--- config.mk ---
export PLATFORM = sky130hd
export DESIGN_NAME = redun_mont_sched_flat
export DESIGN_NICKNAME = d
export VERILOG_FILES = /design/src/rtl/redun_mont_sched_pkg.sv /design/src/rtl/redun_mont_sched_if.sv /design/src/rtl/redun_mont_sched.sv /design/src/flat_wrapper.sv
export SDC_FILE = /design/constraint.sdc
export NUM_CORES = 1
export LEC_CHECK = 0
export ABC_AREA = 1
export BUFFER_PORTS_ARGS = -buffer_cell sky130_fd_sc_hd__buf_2
export CORE_ASPECT_RATIO = 1.1
export CORE_UTILIZATION = 55
export DETAILED_ROUTE_END_ITERATION = 8
export PLACE_DENSITY = 0.92
export SYNTH_ARGS = -nofsm -noshare
export SYNTH_HDL_FRONTEND = slang
export SYNTH_SLANG_ARGS = --single-unit
--- constraint.sdc ---
create_clock -name i_clk -period 6.7 [get_ports i_clk]
set_input_delay 0.335 -clock i_clk [delete_from_list [all_inputs] [get_ports i_clk]]
set_output_delay 0.335 -clock i_clk [all_outputs]
set_load 0.05 [all_outputs]
--- src/rtl/redun_mont_sched_pkg.sv ---
// Shared types for the redun_mont iteration scheduler: operand format,
// modulus used by the multiplier, and the scheduler state encoding.
package redun_mont_sched_pkg;

    localparam int NUM_WRDS = 4;
    localparam int WRD_BITS = 16;
    localparam int VAL_BITS = NUM_WRDS * WRD_BITS;

    // Modulus the downstream redun_mont instance is built for.
    localparam logic [VAL_BITS-1:0] MODULUS = 64'd1000003;

    // Operand in redun_mont's word-split form.
    typedef logic [NUM_WRDS-1:0][WRD_BITS-1:0] redun0_t;

    typedef enum logic [2:0] {
        IDLE,
        ISSUE,
        WAIT,
        DONE,
        DRAIN,
        ERR
    } sched_state_t;

endpackage

--- src/rtl/redun_mont_sched_if.sv ---
// Bundle of the host-side job/result handshake and the redun_mont request/
// response pair. slave is the scheduler's view, master is the surrounding
// host plus multiplier.
interface redun_mont_sched_if #(
    parameter int ITER_BITS = 64
);
    import redun_mont_sched_pkg::*;

    // host job request
    logic                 i_start;
    redun0_t              i_sq;
    logic [ITER_BITS-1:0] i_iter;
    logic                 i_abort;
    // host result side
    logic                 o_busy;
    redun0_t              o_sq;
    logic                 o_val;
    logic                 i_rdy;
    logic [ITER_BITS-1:0] o_iter_cnt;
    logic                 o_overflow;
    logic                 o_error;
    // redun_mont side
    redun0_t              o_mont_sq;
    logic                 o_mont_val;
    redun0_t              i_mont_mul;
    logic                 i_mont_val;
    logic                 i_mont_overflow;

    modport slave (
        input  i_start, i_sq, i_iter, i_abort, i_rdy,
        input  i_mont_mul, i_mont_val, i_mont_overflow,
        output o_busy, o_sq, o_val, o_iter_cnt, o_overflow, o_error,
        output o_mont_sq, o_mont_val
    );

    modport master (
        output i_start, i_sq, i_iter, i_abort, i_rdy,
        output i_mont_mul, i_mont_val, i_mont_overflow,
        input  o_busy, o_sq, o_val, o_iter_cnt, o_overflow, o_error,
        input  o_mont_sq, o_mont_val
    );

endinterface

--- src/rtl/redun_mont_sched.sv ---
// Iteration controller for redun_mont: runs T dependent modular squarings,
// one in flight at a time, feeding each product back as the next operand.
// Includes a response watchdog, abort with drain of the in-flight result,
// and sticky overflow/error flags. All outputs are registered.
module redun_mont_sched
    import redun_mont_sched_pkg::*;
#(
    parameter int ITER_BITS = 64,
    parameter int WDOG_CYC  = 256
) (
    input  logic               i_clk,
    input  logic               i_rst_n,
    redun_mont_sched_if.slave  bus
);

    localparam int WD_BITS = $clog2(WDOG_CYC + 1);

    sched_state_t         state, state_nxt;
    redun0_t              val_q;
    logic [ITER_BITS-1:0] iter_q;
    logic [WD_BITS-1:0]   wdog;
    logic [ITER_BITS-1:0] cnt_inc;
    logic                 last;
    logic                 wd_exp;

    // cnt never exceeds T-1 while a squaring is pending, so the increment
    // cannot wrap even for T at its maximum.
    assign cnt_inc = bus.o_iter_cnt + ITER_BITS'(1);
    assign last    = (cnt_inc == iter_q);
    // >= rather than == so an abort landing on the expiry cycle still ends
    // the drain instead of waiting for the counter to wrap.
    assign wd_exp  = (wdog >= WD_BITS'(WDOG_CYC - 1));

    // State register.
    always_ff @(posedge i_clk or negedge i_rst_n) begin
        if (!i_rst_n) state <= IDLE;
        else          state <= state_nxt;
    end

    // Next-state selection; abort outranks everything, a response outranks
    // a same-cycle watchdog expiry.
    always_comb begin
        state_nxt = state;
        case (state)
            IDLE:  if (bus.i_start) state_nxt = (bus.i_iter == '0) ? DONE : ISSUE;
            ISSUE: state_nxt = bus.i_abort ? IDLE : WAIT;
            WAIT: begin
                if (bus.i_abort)         state_nxt = bus.i_mont_val ? IDLE : DRAIN;
                else if (bus.i_mont_val) state_nxt = last ? DONE : ISSUE;
                else if (wd_exp)         state_nxt = ERR;
            end
            DONE:  if (bus.i_abort || (bus.o_val && bus.i_rdy)) state_nxt = IDLE;
            DRAIN: if (bus.i_mont_val || wd_exp) state_nxt = IDLE;
            ERR:   if (bus.i_abort) state_nxt = IDLE;
            default: state_nxt = IDLE;
        endcase
    end

    // Datapath, watchdog and registered outputs.
    always_ff @(posedge i_clk or negedge i_rst_n) begin
        if (!i_rst_n) begin
            val_q          <= '0;
            iter_q         <= '0;
            wdog           <= '0;
            bus.o_busy     <= 1'b0;
            bus.o_sq       <= '0;
            bus.o_val      <= 1'b0;
            bus.o_iter_cnt <= '0;
            bus.o_overflow <= 1'b0;
            bus.o_error    <= 1'b0;
            bus.o_mont_sq  <= '0;
            bus.o_mont_val <= 1'b0;
        end else begin
            bus.o_busy     <= (state_nxt != IDLE);
            bus.o_mont_val <= (state == ISSUE) && !bus.i_abort;
            // o_val rises the cycle after DONE is entered and drops on the
            // handshake edge itself.
            bus.o_val      <= (state == DONE) && (state_nxt == DONE);
            if (state == DONE) bus.o_sq <= val_q;

            case (state)
                IDLE: if (bus.i_start) begin
                    val_q          <= bus.i_sq;
                    iter_q         <= bus.i_iter;
                    bus.o_iter_cnt <= '0;
                    bus.o_overflow <= 1'b0;
                    bus.o_error    <= 1'b0;
                end
                ISSUE: begin
                    bus.o_mont_sq <= val_q;
                    wdog          <= '0;
                end
                WAIT: begin
                    wdog <= wdog + WD_BITS'(1);
                    if (bus.i_mont_val) begin
                        bus.o_overflow <= bus.o_overflow | bus.i_mont_overflow;
                        if (!bus.i_abort) begin
                            val_q          <= bus.i_mont_mul;
                            bus.o_iter_cnt <= cnt_inc;
                        end
                    end else if (!bus.i_abort && wd_exp) begin
                        bus.o_error <= 1'b1;
                    end
                end
                DRAIN: wdog <= wdog + WD_BITS'(1);
                default: ;
            endcase

            // A response nobody asked for is reported even on a start edge.
            if (bus.i_mont_val && (state != WAIT) && (state != DRAIN))
                bus.o_error <= 1'b1;
        end
    end

endmodule
--- src/flat_wrapper.sv ---
// flat-port wrapper written by rule: the top's interface ports become plain ports
module redun_mont_sched_flat import redun_mont_sched_pkg::*;
#(
    parameter int ITER_BITS = 64,
    parameter int WDOG_CYC  = 256
)
  (i_clk, i_rst_n, bus_i_start, bus_i_sq, bus_i_iter, bus_i_abort, bus_i_rdy, bus_i_mont_mul, bus_i_mont_val, bus_i_mont_overflow, bus_o_busy, bus_o_sq, bus_o_val, bus_o_iter_cnt, bus_o_overflow, bus_o_error, bus_o_mont_sq, bus_o_mont_val);
  redun_mont_sched_if #(.ITER_BITS(ITER_BITS)) bus_i ();
  input  logic i_clk;
  input  logic i_rst_n;
  input wire logic [$bits(bus_i.i_start)-1:0] bus_i_start;
  input wire logic [$bits(bus_i.i_sq)-1:0] bus_i_sq;
  input wire logic [$bits(bus_i.i_iter)-1:0] bus_i_iter;
  input wire logic [$bits(bus_i.i_abort)-1:0] bus_i_abort;
  input wire logic [$bits(bus_i.i_rdy)-1:0] bus_i_rdy;
  input wire logic [$bits(bus_i.i_mont_mul)-1:0] bus_i_mont_mul;
  input wire logic [$bits(bus_i.i_mont_val)-1:0] bus_i_mont_val;
  input wire logic [$bits(bus_i.i_mont_overflow)-1:0] bus_i_mont_overflow;
  output wire logic [$bits(bus_i.o_busy)-1:0] bus_o_busy;
  output wire logic [$bits(bus_i.o_sq)-1:0] bus_o_sq;
  output wire logic [$bits(bus_i.o_val)-1:0] bus_o_val;
  output wire logic [$bits(bus_i.o_iter_cnt)-1:0] bus_o_iter_cnt;
  output wire logic [$bits(bus_i.o_overflow)-1:0] bus_o_overflow;
  output wire logic [$bits(bus_i.o_error)-1:0] bus_o_error;
  output wire logic [$bits(bus_i.o_mont_sq)-1:0] bus_o_mont_sq;
  output wire logic [$bits(bus_i.o_mont_val)-1:0] bus_o_mont_val;
  assign bus_i.i_start = bus_i_start;
  assign bus_i.i_sq = bus_i_sq;
  assign bus_i.i_iter = bus_i_iter;
  assign bus_i.i_abort = bus_i_abort;
  assign bus_i.i_rdy = bus_i_rdy;
  assign bus_i.i_mont_mul = bus_i_mont_mul;
  assign bus_i.i_mont_val = bus_i_mont_val;
  assign bus_i.i_mont_overflow = bus_i_mont_overflow;
  assign bus_o_busy = bus_i.o_busy;
  assign bus_o_sq = bus_i.o_sq;
  assign bus_o_val = bus_i.o_val;
  assign bus_o_iter_cnt = bus_i.o_iter_cnt;
  assign bus_o_overflow = bus_i.o_overflow;
  assign bus_o_error = bus_i.o_error;
  assign bus_o_mont_sq = bus_i.o_mont_sq;
  assign bus_o_mont_val = bus_i.o_mont_val;
  redun_mont_sched #(.ITER_BITS(ITER_BITS), .WDOG_CYC(WDOG_CYC)) u_core (.i_clk(i_clk), .i_rst_n(i_rst_n), .bus(bus_i));
endmodule
==> metrics.txt <==
status=completed; worst flop-to-flop path startpoint=u_core.state[0]; crit path DAT=4100 ps; vias in the first global route=16500; CP peak stage delay=870 ps; largest net degree at the start of global routing=168; Synth cell types=38; routed len/inst=19.4 um; Clock Pin Slew Worst Setup and Hold Paths=60 ps; initial cell density of the core=56.4%; RSZ-0062 raised after global routing=false; worst-case clock buffer depth=3; final hold viol count=0; Final setup viols=0; multi-input logic area=7310 um2; GRT Total Usage=36.5%; I/O Buffers=395; Reg area=8430 um2; commonest non-fill, non-tap cell in the layout=nand2_1; prevailing post-synth register cell=dfrtp_1; logic gate share of total power=44.0%; Vias=16900; first-pass GRT wire length=87500 um; drt first pass iters=6; # H-tree levels=2; commonest cells after routing, fill and taps aside=743 x nand2_1, 394 x buf_2, 337 x dfrtp_1; initial antenna violation count=6; GRT Residual Overflow=0; switching part of the total=47.0%; clock sink count=337; CTS tree=built; Vias per Instance=5.73; R2R cell count=10; Post-DRT Antenna Nets=0; crit path kind=reg -> reg; Rel. slew slack=19.2%; Pwr per Cell Area=468 nW/um2; crit path time final=3730 ps; yosys warns=0; Critical-path top delay cell=a21oi_4; Mapped Nets=2351; synthesis-to-layout area growth=20.9%; Util after Layout=68.2%; fin crit share=55.7%; flop-to-flop setup slack=2970 ps; register area share after synthesis=50.2%; Setup Skew=14.8 ps; CP Capture Type=register; Async SR Flop Fraction=100%; Startpoint Class=register; fmax=268 MHz; Die X=169 um; synthesized area=16800 um2; Mapped Cells=2149; worst reg2reg endpoint=u_core.bus.o_iter_cnt[45]; root buffer cell=clkbuf_16; row count=66; worst skew pair latency=520 ps; Max FO, Critical Path=105; clock power share=21.0%; register share of total power=35.1%; Hold Path Depth=3; max-slew violations=0; critical-path cell list=nor2_1, inv_1, nor3_2, buf_4, nor2_1, a21oi_4, buf_12, inv_1, nand2_1, o21ai_0; Worst VDD drop=0.367 mV; Cell Area, Placed=19100 um2; fillcell total=2252; post-route design area=20300 um2; chip height=185 um; Routability Congestion=1.01; total of max-cap violations=0; worst hold slack=27.6 ps; core area=29800 um2; IO Count=396; sw power=0.00448 W; HPWL after DPL=41200 um; Lkg Pwr=10.3 nW; cell internal pwr=0.00504 W; layout cell share with drive strength beyond 1=20.1%; CTS Buf Count=36; Routed WL=57200 um; Hold WC Path Type=in -> reg; Req. time, crit path=7060 ps; Min-Delay Endpoint=u_core.iter_q[21]; Post-synth EDFFs=0; mean area per synthesized cell=7.82 um2; Die ar.=31300 um2; setup TNS=0 ps; Layout Nets=2713; hold path start=bus_i_iter[21]; Seq cells post-synth=337; actual slew at the worst max-slew pin=1210 ps; crit path launch=u_core.state[0]; DR DRC count=0; initial DRC count=1870
## sequential cells by signal, summed over array words and instances, names as in the netlist
name                   flops
u_core.bus.o_busy          1
u_core.bus.o_error         1
u_core.bus.o_iter_cnt     64
u_core.bus.o_mont_sq      64
u_core.bus.o_mont_val      1
u_core.bus.o_overflow      1
u_core.bus.o_sq           64
u_core.bus.o_val           1
u_core.iter_q             64
u_core.state               3
u_core.val_q              64
u_core.wdog                9
## timing repair
| action | CTS | global route |
|---|---|---|
| hold buffers | 1 | 0 |
| resized for setup | 0 | 0 |
| buffers inserted | 0 | 0 |
| endpoints found under the hold margin | 97 | 0 |
## per-stage QoR
stage,worst slack [ps],power [W],cells
global placement,3180,0.00724,2880
detailed placement,3090,0.00742,2880
CTS,3080,0.00948,2946
floorplan,4180,0.00622,2149
finish,2970,0.00952,2950
global route,2730,0.00999,2949
## kinds of logic (layout without fill, tap and decap cells)
kind of cell    Yosys count  count (layout)  synth area share (%)
flops                   337             337                  50.2
buf+inv                 289             678                  6.60
other cells               0               4                     0
xor+xnor                 44              44                  3.75
fa+ha+maj                 3               3                 0.223
simple gates           1153            1153                  28.5
compound gates          323             323                  10.7
## cells in the mapped netlist, types with 4 or more instances
cell      number  area [um2]
nor2_2         9        56.3
nand2_1      743        2790
xor2_1        25         219
nand4_1       17         106
nand2_2       11        68.8
nor4_1        16         100
a21oi_1        4        20.0
inv_2          5        18.8
clkbuf_1      63         236
dfrtp_1      337        8430
o21ai_0      176         881
nand3_1       87         435
o21ai_1        9        45.0
xnor3_1       14         315
inv_1        201         754
buf_2         19        95.1
nor3_1        11        55.1
o22ai_1       61         382
nor2_4         7        78.8
nand2_4        4        45.0
nor2_1       223         837
a31oi_1       64         400
nand3b_1      16         120
## worst max-delay path by stage
stage                                      endpoint  cells after the start
after floorplan                   u_core.bus.o_busy                     15
after global placement     u_core.bus.o_iter_cnt[0]                     10
after detailed placement  u_core.bus.o_iter_cnt[45]                     10
after CTS                          u_core.val_q[19]                      9
after global routing               u_core.val_q[19]                      9
final                     u_core.bus.o_iter_cnt[45]                     10
## power by group through the flow
stage / Combinational (W) / Sequential (W) / Clock (W)
detailed placement: 0.00409 / 0.00333 / 0
CTS: 0.00415 / 0.00332 / 0.00201
global placement: 0.00395 / 0.00329 / 0
finish: 0.00418 / 0.00334 / 0.00200
global route: 0.00450 / 0.00341 / 0.00208
floorplan: 0.00166 / 0.00456 / 0
## layout make-up
cell class / count / area share [%]
Inverter: 206 / 3.81
Clock inverter: 10 / 0.610
Sequential cell: 337 / 41.5
Timing Repair Buffer: 407 / 10.4
Clock buffer: 55 / 5.18
Tap cell: 408 / 2.51
Multi-Input combinational cell: 1523 / 36.0
Antenna cell: 4 / 0.0493
## worst max-delay path: cells and delay by family (launching register included)
kind,cells,cell delay [ps]
AO/OA/AOI/OAI,2,950
buffers and inverters,4,1430
flip-flops,1,460
AND/OR/NAND/NOR,4,550
## layer usage
layer	vias up	GRT usage (%)	share of wire, %
li1	7659	-	-
met1	7901	41.7	35
met2	1107	62.3	48
met3	231	8.18	10
met4	2	22.7	6.6
met5	-	0	0.014
No activity file was read; power rests on OpenSTA's default activity.
